**src/rtl/pga_spi_target.sv**
```systemverilog
// pga_spi_target: SPI mode-0 target that receives one DW-bit gain word per
// chip-select frame. sck/cs_n/sdi are synchronized into clk, edges are found
// on the synchronized copies, and a small IDLE/SHIFT/OVERRUN FSM accepts
// exact-length frames and rejects short or long ones.
//
// Optional feature: define PGA_SPI_TARGET_READBACK_EN to add the sdo port,
// which shifts the current gain_o back out MSB first during the next frame.
//
// Ports:
//   clk          system clock (must be at least 4x sck)
//   rst          asynchronous active-high reset
//   sck          SPI clock, idle low, asynchronous
//   cs_n         SPI chip select, active low, asynchronous
//   sdi          SPI serial data in, MSB first, idle high
//   gain_o       last validly received word
//   valid_o      one-cycle pulse when gain_o updates
//   frame_err_o  one-cycle pulse on a rejected frame
//   busy_o       high while a frame is in progress
//   sdo          readback serial data (readback build only)
module pga_spi_target #(
  parameter int unsigned DW          = 8,
  parameter int unsigned SYNC_STAGES = 2
) (
  input  logic          clk,
  input  logic          rst,
  input  logic          sck,
  input  logic          cs_n,
  input  logic          sdi,
  output logic [DW-1:0] gain_o,
  output logic          valid_o,
  output logic          frame_err_o,
  output logic          busy_o
`ifdef PGA_SPI_TARGET_READBACK_EN
  ,
  output logic          sdo
`endif
);

  localparam int unsigned CW = $clog2(DW + 1);

  localparam logic [1:0] IDLE    = 2'b00;
  localparam logic [1:0] SHIFT   = 2'b01;
  localparam logic [1:0] OVERRUN = 2'b10;

  logic [SYNC_STAGES-1:0] sck_sync, cs_sync, sdi_sync;
  logic                   sck_d, cs_d;
  logic                   sck_s, cs_s, sdi_s;
  logic                   sck_rise, cs_fall, cs_rise;
  logic [SYNC_STAGES:0]   prime_sr;
  logic                   armed;

  logic [1:0]    state, state_nxt;
  logic [CW-1:0] bit_count, bit_count_nxt;
  logic [DW-1:0] shreg, shreg_nxt;
  logic [DW-1:0] gain_nxt;
  logic          valid_pend, valid_pend_nxt;
  logic          err_pend, err_pend_nxt;
`ifdef PGA_SPI_TARGET_READBACK_EN
  logic          sck_fall;
  logic [DW-1:0] tx, tx_nxt;
`endif

  assign sck_s    = sck_sync[SYNC_STAGES-1];
  assign cs_s     = cs_sync[SYNC_STAGES-1];
  assign sdi_s    = sdi_sync[SYNC_STAGES-1];
  assign sck_rise = sck_s & ~sck_d;
  assign cs_rise  = cs_s & ~cs_d;
  // A frame may only start once cs_n has been seen high through a fully
  // primed synchronizer; this drops frames already running at reset release.
  assign cs_fall  = ~cs_s & cs_d & armed;
`ifdef PGA_SPI_TARGET_READBACK_EN
  assign sck_fall = ~sck_s & sck_d;
`endif

  // Synchronizers, edge-detect delay copies and post-reset arming.
  always_ff @(posedge clk or posedge rst) begin
    if (rst) begin
      sck_sync <= '0;
      cs_sync  <= '1;
      sdi_sync <= '1;
      sck_d    <= 1'b0;
      cs_d     <= 1'b1;
      prime_sr <= '0;
      armed    <= 1'b0;
    end else begin
      sck_sync <= {sck_sync[SYNC_STAGES-2:0], sck};
      cs_sync  <= {cs_sync[SYNC_STAGES-2:0], cs_n};
      sdi_sync <= {sdi_sync[SYNC_STAGES-2:0], sdi};
      sck_d    <= sck_s;
      cs_d     <= cs_s;
      prime_sr <= {prime_sr[SYNC_STAGES-1:0], 1'b1};
      armed    <= armed | (prime_sr[SYNC_STAGES] & cs_s);
    end
  end

  // Next-state and datapath decode.
  always_comb begin
    state_nxt      = state;
    bit_count_nxt  = bit_count;
    shreg_nxt      = shreg;
    gain_nxt       = gain_o;
    valid_pend_nxt = 1'b0;
    err_pend_nxt   = 1'b0;
`ifdef PGA_SPI_TARGET_READBACK_EN
    tx_nxt         = tx;
`endif
    case (state)
      IDLE: begin
        if (cs_fall) begin
          state_nxt     = SHIFT;
          bit_count_nxt = '0;
`ifdef PGA_SPI_TARGET_READBACK_EN
          tx_nxt        = gain_o;
`endif
        end
      end
      SHIFT: begin
        // cs_n rising has priority over a coincident sck edge.
        if (cs_rise) begin
          state_nxt = IDLE;
          if (bit_count == CW'(DW)) begin
            gain_nxt       = shreg;
            valid_pend_nxt = 1'b1;
          end else begin
            err_pend_nxt = 1'b1;
          end
        end else if (sck_rise) begin
          if (bit_count == CW'(DW)) begin
            state_nxt = OVERRUN;
          end else begin
            shreg_nxt     = {shreg[DW-2:0], sdi_s};
            bit_count_nxt = bit_count + CW'(1);
          end
        end
`ifdef PGA_SPI_TARGET_READBACK_EN
        if (!cs_rise && sck_fall) begin
          tx_nxt = {tx[DW-2:0], 1'b1};
        end
`endif
      end
      OVERRUN: begin
        if (cs_rise) begin
          state_nxt    = IDLE;
          err_pend_nxt = 1'b1;
        end
      end
      default: state_nxt = IDLE;
    endcase
  end

  // State register and registered outputs.
  always_ff @(posedge clk or posedge rst) begin
    if (rst) begin
      state       <= IDLE;
      bit_count   <= '0;
      shreg       <= '0;
      gain_o      <= '0;
      valid_pend  <= 1'b0;
      err_pend    <= 1'b0;
      valid_o     <= 1'b0;
      frame_err_o <= 1'b0;
      busy_o      <= 1'b0;
`ifdef PGA_SPI_TARGET_READBACK_EN
      tx          <= '0;
      sdo         <= 1'b1;
`endif
    end else begin
      state       <= state_nxt;
      bit_count   <= bit_count_nxt;
      shreg       <= shreg_nxt;
      gain_o      <= gain_nxt;
      valid_pend  <= valid_pend_nxt;
      err_pend    <= err_pend_nxt;
      valid_o     <= valid_pend;
      frame_err_o <= err_pend;
      busy_o      <= (state_nxt != IDLE);
`ifdef PGA_SPI_TARGET_READBACK_EN
      tx          <= tx_nxt;
      sdo         <= (state_nxt == IDLE) ? 1'b1 : tx_nxt[DW-1];
`endif
    end
  end

endmodule

```
**config.mk**
```make
export PLATFORM = sky130hd
export DESIGN_NAME = pga_spi_target
export DESIGN_NICKNAME = d
export VERILOG_FILES = /design/src/rtl/pga_spi_target.sv
export SDC_FILE = /design/constraint.sdc
export NUM_CORES = 1
export LEC_CHECK = 0
export CELL_PAD_IN_SITES_DETAIL_PLACEMENT = 1
export CELL_PAD_IN_SITES_GLOBAL_PLACEMENT = 1
export CORE_UTILIZATION = 35
export DETAILED_ROUTE_END_ITERATION = 7
export PLACE_DENSITY_LB_ADDON = 0.25
export SLEW_MARGIN = 0
export SYNTH_ARGS = -nofsm -noshare
export SYNTH_HDL_FRONTEND = slang
export SYNTH_SLANG_ARGS = --single-unit
```
**constraint.sdc**
```tcl
create_clock -name clk -period 2.8 [get_ports clk]
set_input_delay 0.84 -clock clk [delete_from_list [all_inputs] [get_ports clk]]
set_output_delay 0.84 -clock clk [all_outputs]
set_load 0.05 [all_outputs]
```
# --- Yosys cells after proc, flatten, opt, wreduce, memory -nomap -nowiden ---
# Index checks and enable logic that the tools add are counted.
totals:
  out_inout_bits: 11
  wordCells: 59
  ff_bits: 39
classes:
  add_sub_neg: 1
  bitwise_logic: 11
  n_mux: 18
  n_reduce_logical: 6
  eq_ne: 7
ops:
  columns: ["operator", "count"]
  rows:
  - ["two-way mux 4 bit", 4]
  - ["two-way mux 2 bit", 5]
  - ["!= test 2 bit, second input constant", 4]
  - ["one-hot mux 4 bit (2 select lines)", 1]
  - ["two-way mux 1 bit", 6]
  - ["one-hot mux 2 bit (3 select lines)", 1]
  - ["bitwise AND 1 bit", 5]
  - ["inverter 1 bit", 5]
  - ["AND reduction 5 bit", 1]
  - ["adder 4 x 1 -> 4 bit, second input constant", 1]
  - ["== test 4 bit, second input constant", 1]
  - ["AND reduction 4 bit", 1]
  - ["nonzero test 2 bit", 2]
  - ["AND reduction 3 bit", 1]
  - ["== test 2 x 1 -> 1 bit, second input constant", 1]
  - ["== test 2 bit, second input constant", 1]
  - ["logical NOT 2 bit", 1]
  - ["one-hot mux 1 bit (2 select lines)", 1]
  - ["bitwise OR 1 bit", 1]

# --- Depth between registers and ports, before layout ---
# Gate-level depths: netlist (run 1).
logic_depth:
  ltp_word: 6
  depth_mapped: 7

# --- Least setup slack after synthesis (run 1) ---
# No wires, ideal clock.
synth_timing:
  kind: "register to register"
  startpoint: "reg state[0]"
  endpoint: "reg bit_count[2]"
  path_buffers: 0
  arrival_time_ps: 1545
  path_stages_with_launch: 7
  required_ps: 2675
  setup_slack_ps: 1130
  setup_ps: 125
  cell_sequence: "dfrtp_1 -> inv_1 -> ha_1 -> or3b_1 -> o211ai_2 -> nand3_1 -> mux2_2"
synth_between:
  elab_chain_len: 3
  word_cells_on_any_way: 9
synth_lines:
  columns: ["element", "line_no", "source"]
  rows:
  - ["from (decl)", "52", "logic [1:0] state, state_nxt;"]
  - ["from (signal assigned)", "168", "state <= state_nxt;"]
  - ["== test 2 x 1 -> 1 bit or logical NOT 2 bit (tied branches)", "107", "case (state)"]
  - ["!= test 2 bit (no source line) or nonzero test 2 bit (tied branches)", null, null]
  - ["AND reduction 5 bit (no source line)", null, null]
  - ["to (signal assigned)", "169", "bit_count <= bit_count_nxt;"]
  - ["to (decl)", "53", "logic [CW-1:0] bit_count, bit_count_nxt;"]
# Several ways; a longest one is shown, not always the timed one.
# A chain may end at the register's enable or synchronous reset.

# --- Final worst setup path (run 1) ---
layout_timing:
  startpoint: "reg gain_o[3]"
  endpoint: "out gain_o[3]"
layout_rtl:
  columns: ["element", "line_no", "source"]
  rows:
  - ["from (decl)", "29", "output logic [DW-1:0] gain_o,"]
  - ["from (signal assigned)", "171", "gain_o <= gain_nxt;"]
# No word-level cell between the ends.

==> key figures, run 1 <==
Synth
  • FFs w/ async S/R, synth: 100%
  • Unique masters post-synth: 35
  • Yosys warns: 0
  • Flops & latches, synth: 39
  • Post-synth EDFFs: 0
  • Synth Flop Type: dfrtp_1
  • Synth top area share: between 50% and 60%
  • Top cells by area, synth: dfrtp_1 (52%), mux2_2 (13%), dfstp_2 (8.1%)
  • Mapped Nets: 121
  • Syn_area_per_cell: 14.8 um^2
  • Sequential area share after synthesis: about three fifths
  • Dominant cell type by area after synthesis: dfrtp_1
  • Syn Inst Count: 110
  • Cell Area, Synth: 1630 um^2

Placement
  • Hpwl dp: 1940 um
  • IO Port Bufs: 15
  • Final Wtd Congestion: 0.801
  • DP Area: 1840 um^2

STA
  • Clock skew: 0.00507 ns
  • Max-slew violation count: 0
  • Crit share post-route: between 80% and 90%
  • Worst hold margin: between 0.3 and 0.4 ns
  • Setup TNS: 0 ns
  • Slew at the pin closest to its max-slew limit: 0.504 ns
  • Post-route minimum period: 2.29 ns
  • Slew headroom: 66.3%
  • Max Clock Freq: 438 MHz
  • RSZ-0062 raised after global routing: no
  • Final setup fails: 0
  • Final hold vios: 0

Global routing
  • Initial antenna violation count: 0
  • Grt ovf: 0
  • GRT Util Overall: 13.4%
  • First-pass GRT wire length: 5090 um
  • Largest net degree at the start of global routing: 40
  • Vias in the first global route: between 1000 and 1500

Critical path
  • Crit path buffers/inverters: 1
  • WP data required: just under 2 ns
  • Worst Path Max Fanout: 2
  • Reg2reg path depth: 5
  • Slowest CP cell: clkdlybuf4s50_1
  • Worst r2r dst: gain_o[6]
  • CP Class: flip-flop to primary output
  • Crit start category: flip-flop
  • Delay-heaviest family, CP: buffers and inverters
  • RR Startpoint: state[1]
  • Worst path arrival time: ~1.5 ns
  • Register-to-register setup slack: 0.76 ns
  • Ordered cell list for the critical path: clkdlybuf4s50_1
  • Max incr delay on CP: 0.80 ns
  • Crit end category: primary output

Floorplanning
  • Chip Height: approximately 70 um
  • Ports: 16
  • Die ar.: slightly below 5000 um^2
  • Die width: 70.2 um
  • # rows: 24
  • Starting Density: 36.9%
  • Core area: 4410 um^2

Clock tree
  • TritonCTS clock tree: done
  • CTS resizes: 0
  • Post-CTS Setup Inserts: 0
  • Worst-Skew Late Latency: 0.29 ns
  • Root Driver: clkbuf_8
  • Clock sink total: 39
  • H-Tree Depth: 2
  • Clock slew seen by the registers of the worst setup and hold paths: 0.07 ns
  • CTS Hold Buffers Added: 0
  • Clk buf depth: 2
  • CTS Buf Count: 5

Power
  • Tot Pwr: around 1.5 mW
  • IR Drop Worst-Case VDD: about 0.38 mV
  • Pwr Density: 771 nW/um^2
  • Leakage: 0.888 nW

Detailed routing
  • Vias per inst: 4.89
  • DR WL/cell: about 14 um
  • Antenna-violating nets left: 0
  • Total number of vias: 900
  • Drt first pass iters: 3
  • Remaining DRCs: 0
  • Initial drt markers: 15
  • Final wirelength: 2660 um

Run
  • Max-cap viol count: 0

Finish
  • Synth-to-Final Area Change: 20.0%
  • Most frequent cells in the layout: dfrtp_1 (34), mux2_2 (19), clkdlybuf4s50_1 (15)
  • Layout Nets: 142
  • N_diodes: 0
  • Final Cell Area: 1950 um^2
  • Commonest non-fill, non-tap cell in the layout: dfrtp_1
  • Share of cells above drive strength 1: a little under a third

Run status
  • Outcome: finished clean

Worst hold path
  • Worst Hold End: frame_err_o
  • HP Class: flip-flop to flip-flop
  • Min-Delay Startpoint: err_pend
  • Hold Path Depth: 0
## metrics by stage
step	std cells	util, %	setup WS [ns]
after floorplan	110	-	1.08
after global placement	176	41.6	0.815
after detailed placement	176	41.6	0.750
after CTS	184	44.2	0.495
after global routing	184	44.2	0.452
final	184	44.2	0.514
## metal layers
| metal | GRT usage [%] | up-vias | routed length [um] |
|---|---|---|---|
| met3 | 3.90 | 4 | 77 |
| li1 | - | 427 | - |
| met2 | 21.6 | 12 | 1360 |
| met4 | 4.67 | 0 | 40 |
| met1 | 17.3 | 457 | 1180 |
| met5 | 0 | - | 0 |
## where the power goes
group          switching (mW)  internal (mW)  total (mW)
Combinational           0.193          0.143       0.336
Clock                   0.186          0.288       0.475
Sequential             0.0525          0.644       0.696
Total                   0.432           1.07        1.51
## worst max-delay path by stage
stage / startpoint / to / slack [ns] / depth (start not counted)
finish: gain_o[3] / gain_o[3] / 0.51 / 1
global route: gain_o[7] / gain_o[7] / 0.45 / 1
CTS: gain_o[3] / gain_o[3] / 0.50 / 1
detailed placement: state[1] / gain_o[6] / 0.75 / 5
global placement: state[1] / gain_o[5] / 0.81 / 5
floorplan: rst / armed / 1.08 / 1
## synth_stat cells, types with 2 or more instances
| cell type | n |
|---|---|
| buf_4 | 2 |
| dfrtp_1 | 34 |
| nand2b_1 | 2 |
| nor2b_1 | 2 |
| dfstp_2 | 5 |
| a21boi_0 | 2 |
| a21oi_1 | 4 |
| mux2_2 | 19 |
| nor2_1 | 2 |
| ha_1 | 6 |
| inv_1 | 6 |
| nand3_1 | 3 |
## area by class of cell
cell class | instances | area [um^2]
Sequential cell | 39 | 982
Inverter | 6 | 22.5
Tap cell | 52 | 65.1
Multi-Input combinational cell | 63 | 608
Timing Repair Buffer | 16 | 158
Fill cell | 449 | 2460
Clock buffer | 6 | 82.6
Clock inverter | 2 | 35.0
## flip-flops by register name (all words and copies together), names as in the netlist, 2 cells and up
register   cells
gain_o         8
prime_sr       3
sdi_sync       2
cs_sync        2
bit_count      4
shreg          8
state          2
sck_sync       2
## logic make-up (layout without fill, tap and decap cells)
family,after synthesis,count (layout),share of synthesized area (%)
compound gates,15,15,8.30
fa+ha+maj,6,6,4.61
buf+inv,8,30,2.31
flops,39,39,60.3
mux,19,19,13.1
other cells,1,1,0.230
simple gates,22,22,11.1
No activity file was read; power rests on OpenSTA's default activity.
==> run 2, diff against run 1 <==
==> constraint.sdc (replaced) <==
create_clock -name clk -period 1.95 [get_ports clk]
set_input_delay 0.585 -clock clk [delete_from_list [all_inputs] [get_ports clk]]
set_output_delay 0.585 -clock clk [all_outputs]
set_load 0.05 [all_outputs]
==> key figures, run 2 (synthesized netlist as in run 1, its figures left out) <==
Run status
  • Outcome: finished clean

Critical path
  • Delay-heaviest family, CP: simple AND/OR/NAND/NOR gates
  • Worst path arrival time: 2.01 ns
  • CP Depth: 6
  • Ordered cell list for the critical path: inv_1 > ha_1 > or3b_1 > o211ai_2 > nand3_1 > mux2_2
  • Max incr delay on CP: 0.42 ns
  • CP Class: flip-flop to flip-flop
  • Crit start category: flip-flop
  • Worst Setup SP: state[1]
  • Crit end category: flip-flop
  • CP endpoint: bit_count[3]
  • Worst Path Max Fanout: 8
  • Worst r2r dst: bit_count[3]
  • Slowest CP cell: dfrtp_1
  • RR Startpoint: state[1]
  • Register-to-register setup slack: 0.12 ns
  • Crit path buffers/inverters: 1
  • WP data required: 2.13 ns
  • Reg2reg path depth: 6

Finish
  • Commonest non-fill, non-tap cell in the layout: dfrtp_1
  • Top Registers: gain_o (8), shreg (8), bit_count (4)
  • Multi-input gate area: a little over 600 um^2
  • Core Util, Final: a little over two fifths
  • Share of cells above drive strength 1: 41.8%
  • Layout Nets: 144
  • Final Cell Area: about 1900 um^2
  • Most frequent cells in the layout: dfrtp_1 (33), mux2_2 (19), buf_4 (13)
  • Synth-to-Final Area Change: 18.3%
  • N_diodes: 0
  • FF/Latch Area: 983 um^2
  • Fill cells: 452

Clock tree
  • Post-CTS Setup Inserts: 0
  • Clock sink total: 39
  • CTS resizes: 0
  • Clk buf depth: 2
  • CTS Buf Count: 5
  • Clock slew seen by the registers of the worst setup and hold paths: 0.07 ns
  • Worst-Skew Late Latency: 0.29 ns
  • CTS Hold Buffers Added: 0
  • Root Driver: clkbuf_8
  • TritonCTS clock tree: done
  • H-Tree Depth: 2

Placement
  • DP Area: approximately 1800 um^2
  • Setup WS pre-CTS: 0.0908 ns
  • IO Port Bufs: 15
  • Hpwl dp: 1990 um
  • Final Wtd Congestion: 0.768

Detailed routing
  • Drt first pass iters: 4
  • DR WL/cell: 15.0 um
  • Vias per inst: 4.94
  • Remaining DRCs: 0
  • Total number of vias: 919
  • Final wirelength: 2790 um
  • Antenna-violating nets left: 0
  • Initial drt markers: 26

Run
  • Max-cap viol count: 0

STA
  • Final WS setup: 0.121 ns
  • Crit share post-route: 93.8%
  • Final hold vios: 0
  • Max Clock Freq: 547 MHz
  • Final setup fails: 0
  • Max-slew violation count: 0
  • RSZ-0062 raised after global routing: no
  • Setup TNS: 0 ns
  • Post-route minimum period: 1.83 ns
  • Worst hold margin: around 0.36 ns
  • Clock skew: 0.00319 ns

Worst hold path
  • Min-Delay Startpoint: valid_pend
  • HP Class: flip-flop to flip-flop

Power
  • IR Drop Worst-Case VDD: 0.511 mV
  • Leakage: 0.902 nW
  • Pwr Density: 1060 nW/um^2

Floorplanning
  • Ports: 16
  • Die width: 70.2 um
  • # rows: 24
  • Die ar.: 4930 um^2
  • Starting Density: 36.9%
  • Chip Height: between 70 and 80 um
  • Core area: about 4400 um^2

Global routing
  • Largest net degree at the start of global routing: 40
  • Grt ovf: 0
  • Vias in the first global route: 1017
  • Initial antenna violation count: 0
  • GRT Util Overall: 12.9%
  • First-pass GRT wire length: 4820 um
==> run 2: cell type report <==
class	count	share of cell area, %
Sequential cell	39	51.1
Timing Repair Buffer	18	8.19
Inverter	6	1.17
Tap cell	52	3.38
Clock buffer	5	3.57
Clock inverter	3	1.04
Multi-Input combinational cell	63	31.6
==> run 2: layer usage <==
layer  share of wire [%]  global-route usage, %  vias to the layer above
met1                  46                   16.1                      468
li1                    -                      -                      431
met2                  49                   20.4                       14
met4                 2.0                   6.00                        0
met3                 3.2                   3.90                        6
met5                   0                      0                        -
==> run 2: worst min-delay path by stage <==
stage	cells after the start	endpoint
6_report	0	valid_o
5_1_grt	0	prime_sr[1]
4_1_cts	0	prime_sr[1]
3_5_place_dp	0	frame_err_o
3_3_place_gp	0	sck_sync[1]
2_1_floorplan	0	frame_err_o
==> run 2: power breakdown <==
part | switching, mW | leakage [nW] | internal (mW)
Clock | 0.281 | 0.0402 | 0.248
Combinational | 0.287 | 0.366 | 0.217
Sequential | 0.0796 | 0.496 | 0.926
==> run 2: through the flow <==
step | total power, mW | instances
5_1_grt | 2.15 | 186
6_report | 2.04 | 186
3_3_place_gp | 1.49 | 178
2_1_floorplan | 1.38 | 110
4_1_cts | 2.06 | 186
3_5_place_dp | 1.53 | 178
